<file path="src/rtl/axis_s_packer.sv">
// axis_s_packer: packs a byte stream from a first-word-fall-through FIFO into
//   little-endian AXI-Stream words, with tkeep/tlast and an idle-timeout flush.
// Latency: a word completed on edge N is presented (s_axis_valid=1) right after
//   edge N when the output buffer was empty.
// Backpressure: s_axis_ready=0 fills the OUT_DEPTH-word buffer; once it is full,
//   r_req drops and upstream bytes wait in the source FIFO.
//
// Ports:
//   s_axis_aclk, s_axis_reset_n   clock, async active-low reset
//   i_from_fifo, i_last, r_empty  upstream FWFT byte, end-of-packet flag, empty
//   r_req                         byte consume strobe (combinational)
//   s_axis_tdata/tkeep/tlast      output word, lane qualifiers, end of packet
//   s_axis_valid, s_axis_ready    output handshake
//   o_level                       output buffer occupancy, 0..OUT_DEPTH

// Generic first-word-fall-through FIFO used as the packer's output buffer.
// Latency: a word written on edge N is readable right after edge N.
// Backpressure: wr_vld is ignored while full; rd_rdy is ignored while empty.
module axis_s_packer_fifo #(
    parameter int W     = 8,
    parameter int DEPTH = 4
) (
    input  logic                       clk,
    input  logic                       arst_n,
    input  logic                       wr_vld,
    input  logic [W-1:0]               wr_dat,
    output logic                       full,
    input  logic                       rd_rdy,
    output logic                       rd_vld,
    output logic [W-1:0]               rd_dat,
    output logic [$clog2(DEPTH):0]     level
);
    localparam int PTR_W = $clog2(DEPTH);
    localparam int LVL_W = PTR_W + 1;

    logic [W-1:0]     mem [DEPTH];
    logic [PTR_W-1:0] wr_ptr;
    logic [PTR_W-1:0] rd_ptr;
    logic             push;
    logic             pop;

    assign full   = (level == LVL_W'(DEPTH));
    assign rd_vld = (level != '0);
    assign push   = wr_vld & ~full;
    assign pop    = rd_rdy & rd_vld;
    assign rd_dat = mem[rd_ptr];

    // DEPTH is a power of two, so the pointers wrap by plain overflow.
    always_ff @(posedge clk or negedge arst_n) begin
        if (!arst_n) begin
            wr_ptr <= '0;
            rd_ptr <= '0;
            level  <= '0;
        end else begin
            if (push) begin
                wr_ptr <= wr_ptr + PTR_W'(1);
            end
            if (pop) begin
                rd_ptr <= rd_ptr + PTR_W'(1);
            end
            if (push && !pop) begin
                level <= level + LVL_W'(1);
            end else if (pop && !push) begin
                level <= level - LVL_W'(1);
            end
        end
    end

    // Storage needs no reset: the read side is only meaningful while level != 0.
    always_ff @(posedge clk) begin
        if (push) begin
            mem[wr_ptr] <= wr_dat;
        end
    end
endmodule

module axis_s_packer #(
    parameter int DATA_W        = 32,
    parameter int OUT_DEPTH     = 4,
    parameter int FLUSH_TIMEOUT = 16
) (
    input  logic                         s_axis_aclk,
    input  logic                         s_axis_reset_n,
    input  logic [7:0]                   i_from_fifo,
    input  logic                         i_last,
    input  logic                         r_empty,
    output logic                         r_req,
    output logic [DATA_W-1:0]            s_axis_tdata,
    output logic [DATA_W/8-1:0]          s_axis_tkeep,
    output logic                         s_axis_tlast,
    output logic                         s_axis_valid,
    input  logic                         s_axis_ready,
    output logic [$clog2(OUT_DEPTH):0]   o_level
);
    localparam int BYTES  = DATA_W / 8;
    localparam int LANE_W = $clog2(BYTES);
    localparam int IDLE_W = (FLUSH_TIMEOUT > 0) ? $clog2(FLUSH_TIMEOUT + 1) : 1;

    typedef struct packed {
        logic              last;
        logic [BYTES-1:0]  keep;
        logic [DATA_W-1:0] dat;
    } beat_t;

    logic [LANE_W-1:0] lane;        // next lane to fill
    logic [DATA_W-1:0] acc_dat;     // lanes below 'lane' hold collected bytes, the rest are 0
    logic [IDLE_W-1:0] idle_cnt;
    logic              buf_full;
    logic              take;
    logic              word_done;
    logic              flush_fire;
    logic              push_vld;
    beat_t             push_beat;
    beat_t             pop_beat;
    logic [DATA_W-1:0] merged_dat;
    logic [BYTES-1:0]  keep_incl;   // lanes 0..lane
    logic [BYTES-1:0]  keep_excl;   // lanes 0..lane-1

    assign r_req = s_axis_reset_n & ~r_empty & ~buf_full;
    assign take  = r_req;

    assign word_done = take & (i_last | (lane == LANE_W'(BYTES - 1)));

    // A byte arriving on the very cycle the timeout matures is appended to the
    // partial word instead of being raced against the flush; the idle count
    // restarts from that byte.
    assign flush_fire = (FLUSH_TIMEOUT > 0) & (lane != '0) & ~take & ~buf_full
                      & (idle_cnt == IDLE_W'(FLUSH_TIMEOUT));

    assign push_vld = word_done | flush_fire;

    always_comb begin
        merged_dat = acc_dat;
        keep_incl  = '0;
        keep_excl  = '0;
        for (int k = 0; k < BYTES; k++) begin
            if (lane == LANE_W'(k)) begin
                merged_dat[8*k +: 8] = i_from_fifo;
            end
            keep_incl[k] = (LANE_W'(k) <= lane);
            keep_excl[k] = (LANE_W'(k) <  lane);
        end
    end

    always_comb begin
        push_beat = '0;
        if (word_done) begin
            push_beat.dat  = merged_dat;
            push_beat.keep = keep_incl;
            push_beat.last = i_last;
        end else if (flush_fire) begin
            push_beat.dat  = acc_dat;
            push_beat.keep = keep_excl;
            push_beat.last = 1'b0;
        end
    end

    always_ff @(posedge s_axis_aclk or negedge s_axis_reset_n) begin
        if (!s_axis_reset_n) begin
            lane     <= '0;
            acc_dat  <= '0;
            idle_cnt <= '0;
        end else begin
            if (word_done || flush_fire) begin
                lane    <= '0;
                acc_dat <= '0;
            end else if (take) begin
                lane    <= lane + LANE_W'(1);
                acc_dat <= merged_dat;
            end

            // Saturating at the timeout value holds a due flush while the
            // buffer is full.
            if (take || (lane == '0) || flush_fire) begin
                idle_cnt <= '0;
            end else if (idle_cnt != IDLE_W'(FLUSH_TIMEOUT)) begin
                idle_cnt <= idle_cnt + IDLE_W'(1);
            end
        end
    end

    axis_s_packer_fifo #(
        .W     ($bits(beat_t)),
        .DEPTH (OUT_DEPTH)
    ) u_out_buf (
        .clk    (s_axis_aclk),
        .arst_n (s_axis_reset_n),
        .wr_vld (push_vld),
        .wr_dat (push_beat),
        .full   (buf_full),
        .rd_rdy (s_axis_ready),
        .rd_vld (s_axis_valid),
        .rd_dat (pop_beat),
        .level  (o_level)
    );

    // Gate with valid so an empty (or resetting) buffer presents all zeros.
    assign s_axis_tdata = s_axis_valid ? pop_beat.dat  : '0;
    assign s_axis_tkeep = s_axis_valid ? pop_beat.keep : '0;
    assign s_axis_tlast = s_axis_valid ? pop_beat.last : 1'b0;
endmodule

</file>
<file path="config.mk">
export PLATFORM = sky130hd
export DESIGN_NAME = axis_s_packer
export DESIGN_NICKNAME = d
export VERILOG_FILES = /design/src/rtl/axis_s_packer.sv
export SDC_FILE = /design/constraint.sdc
export NUM_CORES = 1
export LEC_CHECK = 0
export CAP_MARGIN = 20
export CORE_MARGIN = 5
export CORE_UTILIZATION = 50
export DETAILED_ROUTE_END_ITERATION = 8
export HOLD_SLACK_MARGIN = 0.08
export PLACE_DENSITY = 0.76
export SYNTH_ARGS = -nofsm -noshare
export SYNTH_HDL_FRONTEND = slang
export SYNTH_HIERARCHICAL = 1
export SYNTH_SLANG_ARGS = --single-unit
export TNS_END_PERCENT = 100
</file>
<file path="constraint.sdc">
create_clock -name s_axis_aclk -period 3.7 [get_ports s_axis_aclk]
set_input_delay 0.555 -clock s_axis_aclk [delete_from_list [all_inputs] [get_ports s_axis_aclk]]
set_output_delay 0.555 -clock s_axis_aclk [all_outputs]
set_load 0.005 [all_outputs]
</file>
======== Word-level counts from Yosys, hierarchy flattened ========
Memory sizes are Yosys's and may differ from the RTL's.
Index checks and enable logic that the tools add are counted.
word-level totals
  flip-flop bits (word level) ............. 46
  RAM bits ................................ 148
  bits of input ports ..................... 13
  output and inout port bits .............. 42
  logic and storage cells ................. 72
  memories ................................ 1
operators by class
  $add $sub $neg .......................... 6
  order comparisons ....................... 8
  equality and inequality tests ........... 6
  mux-type cells .......................... 19
  bitwise operators ....................... 13
  reductions and logical operators ........ 13
memories
  memory         words  width  rd ports  clocked after memory_dff  write ports  RTL line  text
  u_out_buf.mem  4      37     1         0                         1            36        logic [W-1:0] mem [DEPTH];
operator list
  cell                   count
  $mux W32               3
  $mux W37               1
  $mux W36               1
  $mux W8                4
  $mux W5                2
  $and A1 B1 Y1          8
  $reduce_bool A2 Y1     4
  $add A2 B1 Y2 const B  3
  $mux W3                2
  $add A5 B1 Y5 const B  1
  $eq A5 B5 Y1 const B   1
  $ne A5 B5 Y1 const B   1
  $eq A2 B2 Y1 const B   2
  $le A1 B2 Y1 const A   2
  $le A2 B2 Y1 const A   2
  $lt A1 B2 Y1 const A   2
  $lt A2 B2 Y1 const A   2
  $mux W2                2
  $mux W4                1
  $add A3 B1 Y3 const B  1
  $eq A3 B3 Y1 const B   1
  $logic_or A1 B1 Y1     3
  $mux W1                3
  $not A1 Y1             3
  other kinds (7)        10

======== Logic depth before layout (Yosys ltp) ========
  depth in word-level cells ............... 13
  depth in mapped cells ................... 15

======== By module ========
The synthesis kept the hierarchy.
by module, submodules not included
  module              instances  cells each  area an instance (µm²)  seq. area each (µm²)
  axis_s_packer_fifo  1          228         5,745.5                 4,619.4
  axis_s_packer       1          244         2,496.1                 975.9

======== Worst setup path before layout ========
OpenSTA, ideal clock, no wires.
  path kind ............................... flip-flop to flip-flop
  start point ............................. register idle_cnt[0]
  end point ............................... memory u_out_buf/mem[0][0] (netlist bit), enable pin
  setup time .............................. 0.398 ns
  data arrival time ....................... 2.642 ns
  required time ........................... 3.302 ns
  setup slack ............................. 0.660 ns
  stages on the path, launching flop included .. 11
  period minus slack after synthesis ...... 3.040 ns
  cells stage by stage .................... dfrtp_1 > inv_1 > ha_1 > nor4bb_1 > buf_2 > nand3_2 > clkbuf_1 > nand2_1 > nor2b_1 > buf_2 > and2_1
between the ends
  word-level cells in the longest chain between the ends .. 6
ends and longest elaborated chain
  item                           RTL line  text
  start, declared                107       logic [IDLE_W-1:0] idle_cnt;
  start signal, assigned         177       idle_cnt <= idle_cnt + IDLE_W'(1);
  $eq A5 B5 Y1                   128       & (idle_cnt == IDLE_W'(FLUSH_TIMEOUT));
  $and A1 B1 Y1                  128
  $or A1 B1 Y1                   130       assign push_vld = word_done | flush_fire;
  net push_vld                   112       logic push_vld;
  $and A1 B1 Y1                  44        assign push = wr_vld & ~full;
  net u_out_buf.push             39        logic push;
  $mux W1                        71        if (push) begin
  $mux W1 (not written as such)  72        mem[wr_ptr] <= wr_dat;
  end, declared                  36
The timed path passes the listed nets, and every way through them passes these cells.

======== Final worst setup path ========
  start point ............................. register u_out_buf.level[2]
  end point ............................... register u_out_buf.level[2]
between the ends
  word-level cells in the longest chain between the ends .. 12
  elaborated cells between the ends (all ways) .. 21
  those cells by class .................... 2 x add/sub; 1 x eq/ne; 2 x mux; 10 x bitwise; 6 x reduce/logical
ends and longest elaborated chain
  item                                 RTL line  text
  start, declared                      31        output logic [$clog2(DEPTH):0] level
  start signal, assigned               62        level <= level + LVL_W'(1);
  start signal, assigned               64        level <= level - LVL_W'(1);
  $eq A3 B3 Y1 *                       42        assign full = (level == LVL_W'(DEPTH));
  net buf_full                         108       logic buf_full;
  $not A1 Y1 *                         119, 127
  $and A1 B1 Y1                        119       assign r_req = s_axis_reset_n & ~r_empty & ~buf_full;
  $not A1 Y1                           127       assign flush_fire = (FLUSH_TIMEOUT > 0) & (lane != '0) & ~take & ~buf_full
  $and A1 B1 Y1 (2 in a row)           127
  $and A1 B1 Y1                        128
  $or A1 B1 Y1 *                       130
  net push_vld                         112
  $and A1 B1 Y1 *                      44
  $logic_not A1 Y1                     63        end else if (pop && !push) begin
  $logic_and A1 B1 Y1                  63
  $reduce_bool A2 Y1 (no source line)  -
Mark *: on every way through the listed nets, which the timed path passes. The rest lies on a longest branch. The select of a mux whose other input is x is not followed.
A chain may end at the register's enable or synchronous reset.

==> flow_metrics.py <==
metrics = {
    "status": {
        "status": "finished clean",
    },
    "route": {
        "wl_um": 16000,
        "first_iter_violations": 390,
        "drc": 0,
        "num_vias": 4435,
        "firstDrtPassIters": 8,
        "viasPerCell": 5.78,
        "routedWlPerCell_um": 20.9,
        "drtAntennaViolNets": 0,
    },
    "clock_network": {
        "clock_path_buffers": 2,
        "cts_setup_buffers": 0,
        "h-tree-depth": 4,
        "path_clk_slew_ns": 0.06,
        "cts-root-buf": "clkbuf_16",
        "cts_tree": "built",
        "clock_latency_ns": 0.42,
        "cts-resized-gates": 0,
        "numCtsBuffers": 17,
        "holdBufCountCts": 0,
        "clkSinkCount": 194,
    },
    "die": {
        "die_height_um": 138,
        "ios": 55,
        "dieWidth_um": 138,
        "row_count": 47,
        "start_util_pct": 50.4,
        "dieArea_um2": 19200,
        "coreArea_um2": 16300,
    },
    "critical_path": {
        "crit_type": "reg2reg",
        "ff2ff_setup_slack_ns": 0.57,
        "cp_max_fo": 13,
        "critPathLaunchType": "register",
        "crit_required_ns": 4.04,
        "r2r_start": "u_out_buf/level[2]",
        "cp.arrival_ns": 3.48,
        "endpoint_kind": "register",
        "ff2ff_path_depth": 14,
        "timing.rr.end": "u_out_buf/level[2]",
    },
    "synth": {
        "ys_async_sr_fraction_pct": 23.7,
        "synth_edf_count": 148,
        "yosysSeqAreaShare_pct": 67.9,
        "yosysWarnings": 6,
        "synth_area_um2": 8240,
        "syn_area_per_cell_um2": 17.5,
        "synth_seq_cells": 194,
        "syn-instance-count": 472,
        "ys_types": 47,
        "ys.flop_type": "edfxtp_1",
        "synth_nets": 497,
    },
    "final_layout": {
        "fillers": 1268,
        "syn2layout_area_growth_pct": 16.7,
        "nNetsFinal": 559,
        "final_common_cell": "edfxtp_1",
        "seqCellArea_um2": 5600,
        "multi_input_comb_area_um2": 2440,
        "n_antenna_cell": 0,
        "layout_common_cells": "edfxtp_1 (148), a22o_1 (56), clkdlybuf4s50_1 (53), dfrtp_1 (45), and2_1 (42)",
        "drive_gt1_share_pct": 19.0,
    },
    "sta": {
        "period_needed_ns": 3.13,
        "fin_skew_ns": 0.00706,
        "setup_tns_ns": 0,
        "fin_ws_ns": 0.566,
        "max_slew_margin_pct": 47.3,
        "fmax_ghz": 0.319,
        "rsz0062_at_grt": "false",
        "finalHoldViolCount": 0,
        "worstMarginPinSlew_ns": 0.791,
        "period_share_pct": 84.7,
        "finalSetupViolCount": 0,
        "drv_slew": 0,
    },
    "global_route": {
        "grt_pass1_wl_um": 26300,
        "antenna_found_initial": 0,
        "grt_max_degree": 48,
        "grt_pass1_vias": 4843,
        "overflow": 0,
        "grt_usage_pct": 17.6,
    },
    "placed_design": {
        "dp_slack_ns": 0.285,
        "dp_hpwl_um": 9720,
        "portBuffers": 54,
        "gp_congestion": 0.783,
    },
    "worst_hold_path": {
        "hold_class": "in2async",
    },
    "flow_run": {
        "max_cap_violations": 0,
    },
    "pwr": {
        "leakage_nw": 3.46,
        "vdd_drop_max_uv": 568,
        "powerDensity_nw_per_um2": 717,
    },
}
[how the worst max path moves through the flow]
| stage | start | endpoint | slack, ns | cells past startpoint |
|---|---|---|---|---|
| after floorplan | idle_cnt[0] | u_out_buf/mem[0][0] | 0.66 | 10 |
| after global placement | r_empty | u_out_buf/level[2] | 0.39 | 13 |
| after detailed placement | r_empty | u_out_buf/level[2] | 0.29 | 13 |
| after CTS | u_out_buf/level[0] | s_axis_tdata[30] | 0.49 | 4 |
| after global routing | u_out_buf/level[2] | u_out_buf/level[2] | 0.34 | 14 |
| final | u_out_buf/level[2] | u_out_buf/level[2] | 0.57 | 14 |
[report_power, final]
part | internal, mW | switching (mW)
Clock | 1.08 | 0.764
Sequential | 2.60 | 0.133
Combinational | 1.32 | 1.01
[sequential cells by signal, summed over array words and instances (netlist names)]
register and cells:
u_out_buf/level 3, u_out_buf/rd_ptr 2, lane 2, idle_cnt 5, u_out_buf/mem 148, u_out_buf/wr_ptr 2
acc_dat 32
[layout make-up]
| class | count | share of cell area (%) |
|---|---|---|
| timing repair buffer | 69 | 6.87 |
| multi-input combinational | 242 | 25.3 |
| clock buffer | 18 | 4.57 |
| clock inverter | 14 | 1.68 |
| tap | 220 | 2.86 |
| sequential | 194 | 58.2 |
| inverter | 10 | 0.520 |
[per-layer routing]
metal  track usage (%)  share of wire [%]  vias up
met1              23.2                 41     2271
li1                  -                  -     1985
met2              28.3                 50      152
met5                 0                  0        -
met3              4.70                6.4       27
met4              6.55                2.4        0
[kinds of logic (layout without fill, tap and decap cells)]
| group | count (synthesis) | count (layout) | synth area share, % |
|---|---|---|---|
| AO/OA/AOI/OAI | 80 | 80 | 8.44 |
| buffers and inverters | 36 | 111 | 2.55 |
| flip-flops | 194 | 194 | 67.9 |
| XOR/XNOR | 9 | 9 | 0.956 |
| adder cells (fa/ha/maj) | 12 | 12 | 1.91 |
| AND/OR/NAND/NOR | 102 | 102 | 7.86 |
| multiplexers | 39 | 39 | 10.4 |
[cell usage after synthesis (6+ instances only)]
cell type,instances,area (um2)
buf_2,7,35.0
and3_1,10,62.6
o21ai_0,11,55.1
nand2_1,6,22.5
edfxtp_1,148,4440
a22o_1,56,490
inv_1,9,33.8
clkbuf_1,11,41.3
nand3_1,13,65.1
ha_1,11,138
mux4_2,37,833
dfrtp_1,46,1150
and2_1,42,263
nand2b_1,9,56.3
[critical path, cell delays in order (launching register included)]
cell      delay [ns]
dfrtp_1         0.41
nor3b_2         0.16
buf_4           0.16
or3b_1          0.46
clkinv_8        0.14
o21ai_2         0.18
nand2_1         0.11
nor2b_1         0.14
buf_4           0.16
ha_1            0.18
inv_1           0.06
fa_1            0.42
xor2_1          0.15
nor2_1          0.14
xor2_1          0.17
[metrics by stage]
step,cells,hold slack [ns],utilization (%),cell area [um2],total power [mW]
floorplan,472,0.259,-,8240,4.17
global placement,735,0.482,55.2,9020,5.08
detailed placement,735,0.483,55.2,9020,5.14
CTS,767,0.257,58.8,9620,6.98
global route,767,0.301,58.8,9620,7.25
finish,767,0.255,58.8,9620,6.90
Power figures use the tool's default switching activity.
==> edit 1 (same settings) <==
The parameter `DATA_W` goes from 32 to 16.
--- a/src/rtl/axis_s_packer.sv
+++ b/src/rtl/axis_s_packer.sv
@@ -77,3 +77,3 @@
 module axis_s_packer #(
-    parameter int DATA_W        = 32,
+    parameter int DATA_W        = 16,
     parameter int OUT_DEPTH     = 4,
Interface: changed (resized s_axis_tdata and s_axis_tkeep); port bits go from 55 to 37. The function was not compared with the original's and may differ.
==> edit 1 against the original RTL <==
  * Sequential cell count fell by 89
  * Worst setup slack improved by 0.065 ns
  * Critical path depth fell by 4
  * Power fell by 48%
  * Synthesized area fell by 43%
  * Via count fell by 41%
  * Cell area fell by 45%
  * Routed wire length fell by 44%
==> edit 1: results (changes against the original RTL) <==
* DR WL met2 at 4.55 mm (-44%)
* Cells after DPL at 433 (-41%)
* Post-route insts no fill at 448 (-42%)
* Outcome: finished clean
* Netlist cell types at 44 (-6.4%)
* Avg Cell Area, Syn at 15.6 um2 (-10%)
* Met3 wire length at 516 um (-50%)
* Multi-input combinational area share at 28.7% (+3.4 points)
* Total number of vias at 2599 (-41%)
* Filler cell count at 708 (-44%)
* Xor/xnor share of the synthesized area at 1.69% (+0.73 points)
* CLK BUF at 9 (-9)
* Dpl ws at 0.263 ns (-0.0219 ns)
* Met1 Use GR at 22.1% (-1.1 points)
* Non-clock buffer share at 7.64% (+0.77 points)
* Register bit total from synthesis at 105 (-46%)
* Routed WL at 8.93 mm (-44%)
* Syn nets at 320 (-36%)
* Sequential share of power at 44.4% (+4.8 points)
* Slowest-stage cell, CP: dfrtp_1
* Reg2Reg Setup Slack at 0.63 ns (+0.07 ns)
* #MultiIn Comb at 167 (-31%)
* Worst-case reg-to-reg path depth at 10 (-4)
* Vias in the first global route at 2770 (-43%)
* Non-clk invs at 8 (-2)
* Reg-to-Reg Start: u_out_buf/level[0]
* Slowest stage delay, CP at 0.48 ns (+0.02 ns)
* GR Util met2 at 29.2% (+0.91 points)
==> edit 1: changes by cell type after synthesis, sizes merged, moves of 11 or more <==
cell / delta
edfxtp: -72
a22o: -48
mux4: -18
dfrtp: -17
o21ai: -17
nand2: +11
nand4: +11
==> edit 1: critical path, delay by kind of cell, from the launching register on <==
| family | cells | cell delay, ns |
|---|---|---|
| multiplexers | 1 | 0.26 |
| AND/OR/NAND/NOR | 3 | 0.96 |
| buffers and inverters | 3 | 0.34 |
| AO/OA/AOI/OAI | 1 | 0.25 |
| adder cells (fa/ha/maj) | 2 | 0.66 |
| flip-flops | 1 | 0.48 |
==> edit 1: metrics by stage <==
step / util (%) / hold WS (ns) / cell area (um2)
3_3_place_gp: 55.5 / 0.492 / 5110
4_1_cts: 57.7 / 0.526 / 5310
3_5_place_dp: 55.5 / 0.500 / 5110
2_1_floorplan: - / 0.259 / 4680
6_report: 57.7 / 0.528 / 5310
5_1_grt: 57.7 / 0.542 / 5310
==> edit 2 (same settings) <==
Made on the original files. Compare `idle_cnt` against `IDLE_W'(FLUSH_TIMEOUT)` with >= in place of ==.
--- a/src/rtl/axis_s_packer.sv
+++ b/src/rtl/axis_s_packer.sv
@@ -127,3 +127,3 @@
     assign flush_fire = (FLUSH_TIMEOUT > 0) & (lane != '0) & ~take & ~buf_full
-                      & (idle_cnt == IDLE_W'(FLUSH_TIMEOUT));
+                      & (idle_cnt >= IDLE_W'(FLUSH_TIMEOUT));
 
Behaviour: no difference found for any inputs over 4 cycles, from zero or initial values and one cycle with s_axis_reset_n low; that may be too few to reach the edited logic, so the function may still have changed.
==> edit 2 against the original RTL <==
  * Highest routed layer unchanged
  * Synthesized area rose by 5.8%
  * Clock power decreased by 5%
  * Largest power group unchanged
  * Global-route usage rose by 0.46 points
  * Sequential share of layout area shrank 2.2 points
  * Synthesized cell count rose by 25%
  * Routed wire length increased by 7.2%
  * Cell area rose by 3.9%
  * Worst hold slack better by 0.24 ns
  * Non-clock buffer count is 1 higher
  * Largest cell class unchanged
  * Sequential cell count unchanged
  * Power rose by 0.28%
  * Worst setup slack lost 0.13 ns
  * Count of clock-buffer cells in the layout increased by 4
  * Maximum frequency is 3.9% lower
==> edit 2: results (changes against the original RTL) <==
* Synth Area in Compound Gates at 8.10% (-0.34 points)
* Sequential share of power at 40.1% (+0.5 points)
* Hold_ws at 0.496 ns (+0.241 ns)
* Total number of vias at 5067 (+14%)
* Slowest-stage cell, CP: clkdlybuf4s50_1
* Register area share after synthesis at 64.2% (-3.7 points)
* Yosys synthesis warning count at 6 (unchanged)
* DR WL met2 at 9.07 mm (+12%)
* Outcome: finished clean
* Xor/xnor share of the synthesized area at 1.00% (+0.048 points)
* Number of detailed-route iterations in the first pass at 5 (-3)
* Vias in the first global route at 5255 (+8.5%)
* Gr usage total at 18.0% (+0.46 points)
* Met1 Use GR at 23.5% (+0.30 points)
* Switch Pwr at 1990 uW (+4.5%)
* Filler cell count at 1322 (+4.3%)
* Crit-path max FO at 37 (+24)
* Cells after DPL at 837 (+14%)
* Final instance area at 9990 um2 (+3.9%)
* Area of placed instances at 9400 um2 (+4.2%)
* Ys async rst share at 23.7% (unchanged)
* Reg-to-Reg Start: lane[1]
* CP endpoint: r_req
* Worst-case reg-to-reg path depth at 12 (-2)
* Slew HR at 26.8% (-20 points)
* Mux cell area share after synthesis at 9.93% (-0.45 points)
* DR WL/cell at 19.7 um (-5.6%)
* Syn nets at 616 (+24%)
* First-pass GRT wire length at 28.1 mm (+6.8%)
* Met3 Use GR at 3.23% (-1.5 points)
* Hold crit path type: in -> async
* Logic pwr share at 34.7% (+1.0 points)
* Synth top area cells: edfxtp_1 51%, dfrtp_1 13%, mux4_2 9.6%, and2_1 3.2%, a211oi_1 2.1%
* Layout cell share with drive strength beyond 1 at 13.6% (-5.4 points)
* Dpl hpwl at 10.6 mm (+8.8%)
* Synth top cells by count: 148 x edfxtp_1, 46 x dfrtp_1, 44 x and2_1, 37 x mux4_2, 30 x nand2_1
* Clock Skew at 0.00811 ns (+0.00105 ns)
* Routed WL at 17.2 mm (+7.2%)
* CP delay by family, top: buffers and inverters
* Slowest stage delay, CP at 0.58 ns (+0.12 ns)
* GPL Wtd Cong at 0.810 (+3.5%)
* Layout Nets at 658 (+18%)
* Lkg Pwr at 0.00373 uW (+8.0%)
* GR Util met2 at 30.5% (+2.2 points)
* Met3 wire length at 639 um (-38%)
* Arrival @ worst endpoint at 2.70 ns (-0.78 ns)
* Worst setup startpoint: s_axis_reset_n
* Met1 WL at 7.18 mm (+9.8%)
* Drt initial violations at 395 (+1.3%)
* Adder-cell share of the synthesized area at 1.81% (-0.10 points)
* Largest net degree at the start of global routing at 60 (+25%)
* Reg2Reg Setup Slack at 0.75 ns (+0.18 ns)
* Netlist cell types at 39 (-17%)
* Avg Cell Area, Syn at 14.7 um2 (-16%)
edit 2: per-stage QoR:
| stage | power, uW | setup slack (ns) |
|---|---|---|
| after floorplan | 4260 | 0.653 |
| after global placement | 5150 | 0.546 |
| after CTS | 6960 | 0.433 |
| final | 6920 | 0.440 |
| after detailed placement | 5230 | 0.470 |
| after global routing | 7310 | 0.273 |
edit 2: cell type report:
cell class | count | share of cell area, %
Sequential cell | 194 | 56.0
Clock buffer | 22 | 4.44
Inverter | 9 | 0.351
Multi-Input combinational cell | 341 | 28.2
Timing Repair Buffer | 70 | 7.04
Tap cell | 225 | 2.82
Clock inverter | 10 | 1.11
edit 2: logic make-up after synthesis:
| kind of cell | count (synthesis) |
|---|---|
| xor gates and xnor gates | 10 |
| and+or+nand+nor | 169 |
| buffers and inverters | 56 |
| DFF | 194 |
| AOI/OAI and AO/OA | 110 |
| muxes | 40 |
| adders and majority gates | 12 |
edit 2: what timing repair did:
item                      in CTS  in global routing
hold buffers                   1                  0
hold endpoints to repair       7                  0
buffers inserted               0                  0
